**src/rtl/sys_defs.sv**
```systemverilog
// ----------------------------------------------------------------------------
// sys_defs: shared types for the load issue unit and its store-queue peer.
//   LOAD_SQ_PACKET : load -> sq lookup {addr, tail_idx}
//   SQ_LOAD_PACKET : sq -> load forward {stall, usebytes, data}
//   LD_SLOT_STATE  : per-slot load state
//   LD_SIZE        : load access size encoding
//   sat_add        : saturating 32-bit add used by the optional perf counters
// ----------------------------------------------------------------------------
package sys_defs;

    localparam int N_LD_SLOTS  = 2;
    localparam int TAG_BITS    = 6;
    localparam int SQ_IDX_BITS = 3;
    localparam int SLOT_BITS   = (N_LD_SLOTS > 1) ? $clog2(N_LD_SLOTS) : 1;

    typedef struct packed {
        logic [31:0]            addr;
        logic [SQ_IDX_BITS-1:0] tail_idx;
    } LOAD_SQ_PACKET;

    typedef struct packed {
        logic        stall;
        logic [3:0]  usebytes;
        logic [31:0] data;
    } SQ_LOAD_PACKET;

    typedef enum logic [2:0] {
        LD_IDLE,
        LD_LOOKUP,
        LD_CREQ,
        LD_CWAIT,
        LD_DONE
    } LD_SLOT_STATE;

    typedef enum logic [1:0] {
        LD_BYTE = 2'd0,
        LD_HALF = 2'd1,
        LD_WORD = 2'd2
    } LD_SIZE;

    function automatic logic [31:0] sat_add(input logic [31:0] a, input logic [31:0] b);
        logic [32:0] s;
        s = {1'b0, a} + {1'b0, b};
        return s[32] ? 32'hffff_ffff : s[31:0];
    endfunction

endpackage

```
**src/rtl/load_data_align.sv**
```systemverilog
// ----------------------------------------------------------------------------
// load_data_align: combinational byte-need mask and result extraction for one
// load slot.
//   offset : addr[1:0] of the load (masked to size alignment internally)
//   size   : LD_SIZE encoding (byte/half/word; anything else acts as word)
//   sgn    : sign-extend the extracted value
//   merged : 32-bit word holding the load's bytes in memory lane order
//   need   : byte lanes the load consumes
//   value  : aligned, truncated and extended result
// ----------------------------------------------------------------------------
module load_data_align
    import sys_defs::*;
(
    input  logic [1:0]  offset,
    input  logic [1:0]  size,
    input  logic        sgn,
    input  logic [31:0] merged,
    output logic [3:0]  need,
    output logic [31:0] value
);

    logic [1:0]  off_al;
    logic [31:0] shifted;

    always_comb begin
        off_al  = 2'b00;
        need    = 4'b1111;
        shifted = merged;
        value   = merged;
        case (size)
            LD_BYTE: begin
                off_al = offset;
                need   = 4'b0001 << offset;
            end
            LD_HALF: begin
                off_al = {offset[1], 1'b0};
                need   = 4'b0011 << off_al;
            end
            default: ;
        endcase
        shifted = merged >> {off_al, 3'b000};
        case (size)
            LD_BYTE: value = {{24{sgn & shifted[7]}}, shifted[7:0]};
            LD_HALF: value = {{16{sgn & shifted[15]}}, shifted[15:0]};
            default: value = shifted;
        endcase
    end

endmodule

```
**src/rtl/load_issue_unit.sv**
```systemverilog
// ----------------------------------------------------------------------------
// load_issue_unit: load-side initiator of store-queue forwarding. Each of
// N_LD_SLOTS slots looks up sq, retries on stall, falls back to a shared
// single-port dcache read for partially forwarded loads, and holds the
// extended result for CDB writeback.
//   clock/reset      : clock, synchronous active-low reset
//   issue_*          : per-slot load issue from RS (issue_ready = slot idle)
//   load_lookup      : per-slot {addr & ~3, tail_idx} to sq
//   load_forward     : per-slot {stall, usebytes, data} from sq
//   dc_req_*/dc_resp_*: dcache read port (one outstanding request)
//   wb_*             : per-slot writeback, held until wb_ack
//   squash           : flush all slots
// Optional: define LOAD_PERF_CNT_EN to add perf_fwd_full, perf_cache_reads
// and perf_stall_cycles (saturating 32-bit counters).
//
// state     | meaning
// LD_IDLE   | slot free, accepts an issue
// LD_LOOKUP | querying sq, repeats while stall
// LD_CREQ   | partial forward, requesting the dcache port
// LD_CWAIT  | dcache request accepted, waiting for read data
// LD_DONE   | result held on wb_* until wb_ack
// ----------------------------------------------------------------------------
module load_issue_unit
    import sys_defs::*;
(
    input  logic                                    clock,
    input  logic                                    reset,
    input  logic [N_LD_SLOTS-1:0]                   issue_valid,
    output logic [N_LD_SLOTS-1:0]                   issue_ready,
    input  logic [N_LD_SLOTS-1:0][31:0]             issue_addr,
    input  logic [N_LD_SLOTS-1:0][1:0]              issue_size,
    input  logic [N_LD_SLOTS-1:0]                   issue_signed,
    input  logic [N_LD_SLOTS-1:0][SQ_IDX_BITS-1:0]  issue_tail_idx,
    input  logic [N_LD_SLOTS-1:0][TAG_BITS-1:0]     issue_tag,
    output LOAD_SQ_PACKET [N_LD_SLOTS-1:0]          load_lookup,
    input  SQ_LOAD_PACKET [N_LD_SLOTS-1:0]          load_forward,
    output logic                                    dc_req_valid,
    output logic [31:0]                             dc_req_addr,
    input  logic                                    dc_req_ready,
    input  logic                                    dc_resp_valid,
    input  logic [31:0]                             dc_resp_data,
    output logic [N_LD_SLOTS-1:0]                   wb_valid,
    output logic [N_LD_SLOTS-1:0][TAG_BITS-1:0]     wb_tag,
    output logic [N_LD_SLOTS-1:0][31:0]             wb_value,
    input  logic [N_LD_SLOTS-1:0]                   wb_ack,
    input  logic                                    squash
`ifdef LOAD_PERF_CNT_EN
    ,
    output logic [31:0]                             perf_fwd_full,
    output logic [31:0]                             perf_cache_reads,
    output logic [31:0]                             perf_stall_cycles
`endif
);

    LD_SLOT_STATE           state     [N_LD_SLOTS];
    LD_SLOT_STATE           state_nxt [N_LD_SLOTS];
    logic [31:0]            addr_q    [N_LD_SLOTS];
    logic [1:0]             size_q    [N_LD_SLOTS];
    logic                   sgn_q     [N_LD_SLOTS];
    logic [SQ_IDX_BITS-1:0] tail_q    [N_LD_SLOTS];
    logic [TAG_BITS-1:0]    tag_q     [N_LD_SLOTS];
    logic [3:0]             fwd_mask_q[N_LD_SLOTS];
    logic [31:0]            fwd_data_q[N_LD_SLOTS];
    logic [31:0]            value_q   [N_LD_SLOTS];
    logic [3:0]             need      [N_LD_SLOTS];
    logic [31:0]            merged    [N_LD_SLOTS];
    logic [31:0]            aligned   [N_LD_SLOTS];

    logic                   pending, drain, req_locked, any_creq, dc_accept;
    logic [SLOT_BITS-1:0]   owner, req_slot, sel;

    for (genvar g = 0; g < N_LD_SLOTS; g++) begin : g_align
        load_data_align u_align (
            .offset (addr_q[g][1:0]),
            .size   (size_q[g]),
            .sgn    (sgn_q[g]),
            .merged (merged[g]),
            .need   (need[g]),
            .value  (aligned[g])
        );
    end

    // Lowest CREQ slot wins, but once a request is shown and not yet
    // accepted it stays locked so the address cannot change under the cache.
    always_comb begin
        any_creq = 1'b0;
        sel      = '0;
        for (int i = N_LD_SLOTS - 1; i >= 0; i--) begin
            if (state[i] == LD_CREQ) begin
                any_creq = 1'b1;
                sel      = SLOT_BITS'(i);
            end
        end
        if (req_locked) begin
            any_creq = 1'b1;
            sel      = req_slot;
        end
        dc_req_valid = any_creq && !pending && !drain;
        dc_req_addr  = {addr_q[sel][31:2], 2'b00};
        dc_accept    = dc_req_valid && dc_req_ready;
    end

    always_comb begin
        for (int i = 0; i < N_LD_SLOTS; i++) begin
            state_nxt[i] = state[i];
            for (int k = 0; k < 4; k++) begin
                if (state[i] == LD_CWAIT)
                    merged[i][8*k +: 8] = fwd_mask_q[i][k] ? fwd_data_q[i][8*k +: 8]
                                                           : dc_resp_data[8*k +: 8];
                else
                    merged[i][8*k +: 8] = load_forward[i].data[8*k +: 8];
            end
            case (state[i])
                LD_IDLE:   if (issue_valid[i]) state_nxt[i] = LD_LOOKUP;
                LD_LOOKUP: if (!load_forward[i].stall)
                               state_nxt[i] = ((load_forward[i].usebytes & need[i]) == need[i])
                                              ? LD_DONE : LD_CREQ;
                LD_CREQ:   if (dc_accept && sel == SLOT_BITS'(i)) state_nxt[i] = LD_CWAIT;
                LD_CWAIT:  if (dc_resp_valid && pending && owner == SLOT_BITS'(i))
                               state_nxt[i] = LD_DONE;
                LD_DONE:   if (wb_ack[i]) state_nxt[i] = LD_IDLE;
                default:   state_nxt[i] = LD_IDLE;
            endcase
            if (squash) state_nxt[i] = LD_IDLE;
            issue_ready[i]          = (state[i] == LD_IDLE);
            wb_valid[i]             = (state[i] == LD_DONE);
            wb_tag[i]               = tag_q[i];
            wb_value[i]             = value_q[i];
            load_lookup[i].addr     = (state[i] == LD_LOOKUP) ? {addr_q[i][31:2], 2'b00} : 32'd0;
            load_lookup[i].tail_idx = (state[i] == LD_LOOKUP) ? tail_q[i] : '0;
        end
    end

    always_ff @(posedge clock) begin
        if (!reset) begin
            for (int i = 0; i < N_LD_SLOTS; i++) begin
                state[i]      <= LD_IDLE;
                addr_q[i]     <= '0;
                size_q[i]     <= '0;
                sgn_q[i]      <= 1'b0;
                tail_q[i]     <= '0;
                tag_q[i]      <= '0;
                fwd_mask_q[i] <= '0;
                fwd_data_q[i] <= '0;
                value_q[i]    <= '0;
            end
            pending    <= 1'b0;
            drain      <= 1'b0;
            req_locked <= 1'b0;
            owner      <= '0;
            req_slot   <= '0;
        end else begin
            for (int i = 0; i < N_LD_SLOTS; i++) begin
                state[i] <= state_nxt[i];
                if (state[i] == LD_IDLE && issue_valid[i] && !squash) begin
                    addr_q[i] <= issue_addr[i];
                    size_q[i] <= issue_size[i];
                    sgn_q[i]  <= issue_signed[i];
                    tail_q[i] <= issue_tail_idx[i];
                    tag_q[i]  <= issue_tag[i];
                end
                if (state[i] == LD_LOOKUP && !load_forward[i].stall) begin
                    fwd_mask_q[i] <= load_forward[i].usebytes & need[i];
                    fwd_data_q[i] <= load_forward[i].data;
                    value_q[i]    <= aligned[i];
                end
                if (state[i] == LD_CWAIT)
                    value_q[i] <= aligned[i];
            end
            if (squash) begin
                // A response still owed by the cache must be swallowed, unless
                // it is arriving right now; a same-cycle accept also owes one.
                drain      <= dc_accept || ((drain || pending) && !dc_resp_valid);
                pending    <= 1'b0;
                req_locked <= 1'b0;
            end else begin
                if (dc_accept) begin
                    pending <= 1'b1;
                    owner   <= sel;
                end else if (dc_resp_valid) begin
                    if (drain) drain <= 1'b0;
                    else       pending <= 1'b0;
                end
                req_locked <= dc_req_valid && !dc_req_ready;
                if (dc_req_valid && !dc_req_ready) req_slot <= sel;
            end
        end
    end

`ifdef LOAD_PERF_CNT_EN
    logic [31:0] n_full, n_stall;

    always_comb begin
        n_full  = '0;
        n_stall = '0;
        for (int i = 0; i < N_LD_SLOTS; i++) begin
            if (state[i] == LD_LOOKUP && state_nxt[i] == LD_DONE) n_full  = n_full + 32'd1;
            if (state[i] == LD_LOOKUP && load_forward[i].stall)   n_stall = n_stall + 32'd1;
        end
    end

    always_ff @(posedge clock) begin
        if (!reset) begin
            perf_fwd_full     <= '0;
            perf_cache_reads  <= '0;
            perf_stall_cycles <= '0;
        end else begin
            perf_fwd_full     <= sat_add(perf_fwd_full, n_full);
            perf_cache_reads  <= sat_add(perf_cache_reads, {31'd0, dc_accept});
            perf_stall_cycles <= sat_add(perf_stall_cycles, n_stall);
        end
    end
`endif

endmodule

```
**config.mk**
```make
export PLATFORM = sky130hd
export DESIGN_NAME = load_issue_unit
export DESIGN_NICKNAME = d
export VERILOG_FILES = /design/src/rtl/sys_defs.sv /design/src/rtl/load_data_align.sv /design/src/rtl/load_issue_unit.sv
export SDC_FILE = /design/constraint.sdc
export NUM_CORES = 1
export LEC_CHECK = 0
export BUFFER_PORTS_ARGS = -buffer_cell sky130_fd_sc_hd__buf_2
export CAP_MARGIN = 20
export CORE_MARGIN = 4
export CORE_UTILIZATION = 35
export CTS_CLUSTER_DIAMETER = 50
export DETAILED_ROUTE_END_ITERATION = 10
export PLACE_DENSITY = 0.57
export SYNTH_ARGS = -nofsm -noshare
export SYNTH_HDL_FRONTEND = slang
export SYNTH_SLANG_ARGS = --single-unit
```
**constraint.sdc**
```tcl
create_clock -name clock -period 4.64 [get_ports clock]
set_input_delay 0.464 -clock clock [delete_from_list [all_inputs] [get_ports clock]]
set_output_delay 0.464 -clock clock [all_outputs]
set_load 0.05 [all_outputs]
```
---- Yosys cells after proc, flatten, opt, wreduce, memory -nomap -nowiden ----
Memory sizes are Yosys's and may differ from the RTL's.
Index checks and enable logic that the tools add are counted.
storage, ports and cells
  register bits ........................... 5
  bits in writable memories ............... 230
  input port bits ......................... 203
  output and inout port bits .............. 183
  memories kept ........................... 9
memory list
  memory       depth  width  rd ports  clocked after memory_dff  wr ports  line                   text
  addr_q       2      32     3         0                         2         load_issue_unit.sv:57  logic [31:0] addr_q [N_LD_SLOTS];
  fwd_data_q   2      32     2         0                         2         load_issue_unit.sv:63  logic [31:0] fwd_data_q[N_LD_SLOTS];
  value_q      2      32     2         0                         2         load_issue_unit.sv:64  logic [31:0] value_q [N_LD_SLOTS];
  tag_q        2      6      2         0                         2         load_issue_unit.sv:61  logic [TAG_BITS-1:0] tag_q [N_LD_SLOTS];
  fwd_mask_q   2      4      2         0                         2         load_issue_unit.sv:62  logic [3:0] fwd_mask_q[N_LD_SLOTS];
  state        2      3      2         0                         2         load_issue_unit.sv:55  LD_SLOT_STATE state [N_LD_SLOTS];
  +3 memories  --     --     --        --                        --        --
cells by class
  equality and inequality tests ........... 14
  shift operators ......................... 6
  multiplexer cells ....................... 93
  bitwise operators ....................... 30
  reduce and logical (&&, ||, !) cells .... 36
operator list
  operator                                             count
  2-to-1 mux 32 bit                                    10
  2-to-1 mux 8 bit                                     16
  one-hot mux 32 bit (2 select lines)                  2
  >> shifter 32 x 5 -> 32 bit                          2
  2-to-1 mux 3 bit                                     20
  2-to-1 mux 1 bit                                     33
  one-hot mux 3 bit (5 select lines)                   2
  OR 1 bit                                             20
  logical AND 1 bit                                    16
  one-hot mux 4 bit (2 select lines)                   2
  equality test 3 x 2 -> 1 bit, second input constant  4
  2-to-1 mux 6 bit                                     2
  AND 4 bit                                            2
  equality test 4 bit                                  2
  2-to-1 mux 4 bit                                     2
  one-hot mux 2 bit (2 select lines)                   2
  AND reduction 2 bit                                  4
  << shifter 1 x 2 -> 4 bit, first input constant      2
  << shifter 2 x 2 -> 4 bit, first input constant      2
  zero test 1 bit                                      7
  equality test 3 x 1 -> 1 bit, second input constant  2
  equality test 3 bit, second input constant           2
  zero test 3 bit                                      2
  AND 1 bit                                            4
  9 further kinds                                      17

---- Logic depth before layout (Yosys ltp) ----
An unclocked memory read counts as a cell.
  depth in word-level cells ............... 13
  gate-level depth with buffers ........... 10

---- Cells and area by module ----
Synthesis repeated with hierarchy kept, for this count alone.
unflattened totals
  cell total of the unflattened synthesis .. 1125
  area, all modules ....................... 13031.2 um^2
modules (own cells, without submodules)
  module           times used  cells each  area an instance (um^2)  sequential area each (um^2)
  load_issue_unit  1           921         11499.8                  6946.7
  load_data_align  2           102         765.7                    0.0

---- Least setup slack after synthesis ----
Ideal clock, no wire load.
  kind .................................... flip-flop to flip-flop
  start point ............................. memory state[0][0] (netlist name)
  end point ............................... memory addr_q[0][0], enable pin
  arrival time ............................ 4.928 ns
  slack ................................... -0.795 ns
  cell stages (with the launch flop) ...... 5
  clock period less this slack ............ 5.435 ns
  cell sequence ........................... dfxtp_1 > buf_2 > nor3_1 > nand2_1 > o21ai_0
RTL lines
  item                line
  start: declaration  load_issue_unit.sv:55
  end: declaration    load_issue_unit.sv:57

==> impl_metrics.prom <==
# TYPE chip_impl_metric gauge
chip_impl_metric{name="dpl.hpwl",unit="mm"} 32.1
chip_impl_metric{name="tritoncts.num_buffers",unit=""} 34
chip_impl_metric{name="grt_overflow",unit=""} 0
chip_impl_metric{name="worstMarginPinSlew",unit="ns"} 1.05
chip_impl_metric{name="drv.max_cap_violation_count",unit=""} 0
chip_impl_info{name="clock-root-buffer",value="sky130_fd_sc_hd__clkbuf_16"} 1
chip_impl_metric{name="synth.yosys.seq_area_share",unit="%"} 56.6
chip_impl_info{name="rr_startpoint",value="state[0][0]"} 1
chip_impl_metric{name="chipHeight",unit="µm"} 195
chip_impl_info{name="mostFrequentLayoutCells",value="379 x sky130_fd_sc_hd__buf_2, 224 x sky130_fd_sc_hd__edfxtp_1, 153 x sky130_fd_sc_hd__and2_1"} 1
chip_impl_info{name="hold_wc_path_type",value="input pin to register"} 1
chip_impl_metric{name="dieWidth",unit="µm"} 195
chip_impl_metric{name="floorplan.core_area",unit="µm²"} 34500
chip_impl_metric{name="final_max_slew_viol_count",unit=""} 0
chip_impl_metric{name="post_cts_setup_buffers",unit=""} 0
chip_impl_metric{name="first_global_vias",unit=""} 9908
chip_impl_info{name="crit_family",value="buffers and inverters"} 1
chip_impl_metric{name="antenna_found_initial",unit=""} 9
chip_impl_metric{name="antenna_violating_nets_post_route",unit=""} 0
chip_impl_metric{name="grt_use_total",unit="%"} 21.4
chip_impl_metric{name="grt_max_degree",unit=""} 67
chip_impl_metric{name="finalWorstPathRequiredPeriod",unit="ns"} 3.24
chip_impl_metric{name="clk_latency",unit="ns"} 0.51
chip_impl_info{name="worstSetupEndpointType",value="output pin"} 1
chip_impl_info{name="hp-start",value="dc_req_ready"} 1
chip_impl_metric{name="initial_core_util",unit="%"} 35.5
chip_impl_metric{name="ys_async_sr_fraction",unit="%"} 0
chip_impl_info{name="worstSetupStartpointType",value="register"} 1
chip_impl_metric{name="ys.warnings.count",unit=""} 0
chip_impl_info{name="timing.setup.critical_path_class",value="register to output pin"} 1
chip_impl_metric{name="crit_path_max_fanout",unit=""} 32
chip_impl_metric{name="cts_hold_buffers_added",unit=""} 0
chip_impl_metric{name="final_core_utilization",unit="%"} 45.0
chip_impl_metric{name="post-route-drc-count",unit=""} 0
chip_impl_metric{name="num-fill-cells",unit=""} 3354
chip_impl_metric{name="gpl.final_weighted_congestion",unit=""} 0.909
chip_impl_metric{name="finish.instance_area",unit="µm²"} 15500
chip_impl_metric{name="dpl_worst_slack",unit="ns"} 1.58
chip_impl_metric{name="die-area",unit="µm²"} 38100
chip_impl_metric{name="syn_to_final_growth",unit="%"} 26.7
chip_impl_info{name="critical_path.reg2reg.endpoint",value="value_q[0][18]"} 1
chip_impl_metric{name="r2r.worst_path.cells",unit=""} 5
chip_impl_metric{name="cts_sinks",unit=""} 235
chip_impl_metric{name="grt_pass1_wl",unit="mm"} 62.2
chip_impl_info{name="synthFlopType",value="sky130_fd_sc_hd__edfxtp_1"} 1
chip_impl_metric{name="skew",unit="ns"} 0.0124
chip_impl_metric{name="relSlewSlack",unit="%"} 29.7
chip_impl_metric{name="placement.cell_area",unit="µm²"} 14500
chip_impl_metric{name="nNetsFinal",unit=""} 1602
chip_impl_metric{name="syn-mean-instance-area",unit="µm²"} 11.7
chip_impl_metric{name="setup_total_negative_slack",unit="ns"} 0
chip_impl_info{name="critical_path.cell_chain",value="nor3b_1 -> a21o_1 -> buf_4 -> mux2_2 -> buf_2"} 1
chip_impl_info{name="timing.critical_path.slowest_stage_cell",value="sky130_fd_sc_hd__dfxtp_1"} 1
chip_impl_metric{name="routed-via-count",unit=""} 9952
chip_impl_metric{name="ir_worst_vdd",unit="V"} 0.000343
chip_impl_info{name="status",value="completed"} 1
chip_impl_metric{name="holdPathStages",unit=""} 2
chip_impl_metric{name="cts.reportedPaths.clkPinSlew",unit="ns"} 0.05
chip_impl_metric{name="cts_resized",unit=""} 0
chip_impl_info{name="most_common_cell_after_layout_fill_and_taps_aside",value="sky130_fd_sc_hd__buf_2"} 1
chip_impl_metric{name="rows",unit=""} 68
chip_impl_metric{name="pin_count",unit=""} 386
chip_impl_metric{name="detail_route.wl_per_cell",unit="µm"} 22.7
chip_impl_metric{name="cp.required",unit="ns"} 4.18
chip_impl_metric{name="post-route-worst-setup-slack",unit="ns"} 1.40
chip_impl_metric{name="synth_seq_cells",unit=""} 235
chip_impl_metric{name="synthCells",unit=""} 1051
chip_impl_metric{name="p_leak",unit="nW"} 6.86
chip_impl_metric{name="clockBufferDepth",unit=""} 3
chip_impl_metric{name="critical-path-max-stage-delay",unit="ns"} 0.53
chip_impl_metric{name="layout-drive-gt1-share",unit="%"} 37.2
chip_impl_metric{name="layoutNonFillerInstCount",unit=""} 1878
chip_impl_metric{name="period_utilisation_layout",unit="%"} 69.8
chip_impl_metric{name="final-setup-viol-count",unit=""} 0
chip_impl_info{name="whs_endpoint",value="req_locked"} 1
chip_impl_metric{name="port-buffer-count",unit=""} 379
chip_impl_info{name="clock_tree_from_tritoncts",value="done"} 1
chip_impl_metric{name="drt_wl_total",unit="mm"} 42.5
chip_impl_metric{name="first_pass_iters",unit=""} 10
chip_impl_metric{name="clock_tree.htree_level_count",unit=""} 2
chip_impl_metric{name="mappedNetlistArea",unit="µm²"} 12300
chip_impl_metric{name="worstPathArrival",unit="ns"} 2.78
chip_impl_metric{name="synth_edf_count",unit=""} 224
chip_impl_metric{name="avgViaCountPerCell",unit=""} 5.30
chip_impl_metric{name="maxClockFrequency",unit="MHz"} 309
chip_impl_metric{name="setup.reg_to_reg.worst_slack",unit="ns"} 1.54
chip_impl_metric{name="netlist-cell-type-count",unit=""} 63
chip_impl_metric{name="timing_hold_violations_final",unit=""} 0
chip_impl_metric{name="power_per_cell_area",unit="nW/µm²"} 373
chip_impl_metric{name="detailedRoute.firstIterationViolations",unit=""} 751
chip_impl_info{name="rsz_0062_raised_after_global_routing",value="false"} 1
chip_impl_metric{name="placed_instance_count",unit=""} 1818
chip_impl_metric{name="cp.buffers_inverters",unit=""} 2
-- cell usage after synthesis, types with 3 or more instances --
library cell / instances / area (µm²)
sky130_fd_sc_hd__buf_2: 16 / 80.1
sky130_fd_sc_hd__dfxtp_1: 11 / 220
sky130_fd_sc_hd__nand2_1: 46 / 173
sky130_fd_sc_hd__nor3b_1: 6 / 45.0
sky130_fd_sc_hd__a21oi_1: 32 / 160
sky130_fd_sc_hd__nor2_1: 59 / 221
sky130_fd_sc_hd__inv_1: 10 / 37.5
sky130_fd_sc_hd__nand2b_1: 13 / 81.3
sky130_fd_sc_hd__clkbuf_1: 56 / 210
sky130_fd_sc_hd__buf_4: 9 / 67.6
sky130_fd_sc_hd__o311a_1: 3 / 30.0
sky130_fd_sc_hd__o22ai_1: 12 / 75.1
sky130_fd_sc_hd__and3_1: 69 / 432
sky130_fd_sc_hd__o211ai_1: 9 / 67.6
sky130_fd_sc_hd__buf_1: 4 / 15.0
sky130_fd_sc_hd__o32ai_1: 8 / 70.1
sky130_fd_sc_hd__nor2b_1: 11 / 68.8
sky130_fd_sc_hd__a2111oi_0: 3 / 26.3
sky130_fd_sc_hd__nand3_1: 12 / 60.1
sky130_fd_sc_hd__a41oi_1: 3 / 26.3
sky130_fd_sc_hd__o21a_1: 4 / 30.0
sky130_fd_sc_hd__and2_1: 153 / 957
sky130_fd_sc_hd__o211ai_2: 10 / 125
sky130_fd_sc_hd__o21ba_2: 4 / 40.0
sky130_fd_sc_hd__buf_6: 4 / 45.0
sky130_fd_sc_hd__edfxtp_1: 224 / 6730
sky130_fd_sc_hd__nor3_1: 22 / 110
sky130_fd_sc_hd__o21ai_1: 7 / 35.0
sky130_fd_sc_hd__mux2_2: 53 / 597
sky130_fd_sc_hd__mux2i_1: 62 / 621
sky130_fd_sc_hd__o21ai_0: 57 / 285
sky130_fd_sc_hd__a211oi_1: 13 / 97.6
sky130_fd_sc_hd__o311ai_0: 8 / 70.1
-- worst max-delay path by stage --
stage	from	end	slack [ns]	cells after the start
finish	state[0][4]	dc_req_addr[28]	1.40	5
global route	state[0][4]	dc_req_addr[2]	1.18	5
CTS	state[0][4]	dc_req_addr[2]	1.37	5
detailed placement	state[0][0]	value_q[0][18]	1.58	5
global placement	state[0][0]	value_q[0][17]	1.72	5
floorplan	state[0][0]	addr_q[0][0]	0.39	4
-- power by group --
part | leakage [nW] | internal (mW) | switching [mW]
combinational | 3.93 | 0.260 | 0.618
clock | 0.495 | 1.41 | 0.965
sequential | 2.43 | 2.47 | 0.0753
total | 6.86 | 4.14 | 1.66
-- worst register-to-register path: cells and delay by family, from the launching register on --
family / cells / cell delay [ns]
AO/OA/AOI/OAI: 2 / 0.55
flip-flops: 1 / 0.51
multiplexers: 1 / 0.24
AND/OR/NAND/NOR: 2 / 1.59
-- flip-flops by register name (all words and copies together) (netlist names), 2 cells and up --
signal      count
state           6
fwd_data_q     64
size_q          4
sgn_q           2
tag_q          12
fwd_mask_q      8
value_q        64
addr_q         64
tail_q          6
-- final cells by class --
cell class / instances / area [µm²] / share of cell area, %
multi-input cells: 721 / 4920 / 31.6
repair buffers: 397 / 2040 / 13.2
clock buffers: 39 / 870 / 5.60
clock inverters: 17 / 146 / 0.942
inverters: 10 / 37.5 / 0.242
flip-flops and latches: 235 / 6950 / 44.7
diodes: 4 / 10.0 / 0.0644
well taps: 455 / 569 / 3.66
-- per-stage QoR --
stage	power (mW)	hold slack, ns
global route	6.01	0.138
floorplan	3.15	0.445
detailed placement	3.47	0.473
finish	5.79	0.156
CTS	5.85	0.134
global placement	3.46	0.467
-- per-layer routing --
metal / global-route usage, % / up-vias / routed length [µm]
met4: 7.47 / 10 / 1440
met2: 35.3 / 512 / 20300
met1: 26.6 / 4756 / 16500
li1: - / 4592 / -
met5: 0 / - / 58
met3: 6.75 / 82 / 4270
-- kinds of logic (layout without fill, tap and decap cells) --
family,after synthesis,count (layout),share of synthesized area [%]
buffers and inverters,100,463,3.75
multiplexers,118,118,10.3
other,1,10,0.0306
AO/OA/AOI/OAI,186,186,10.2
AND/OR/NAND/NOR,411,411,19.1
flip-flops,235,235,56.6
Power figures use the tool's default switching activity.
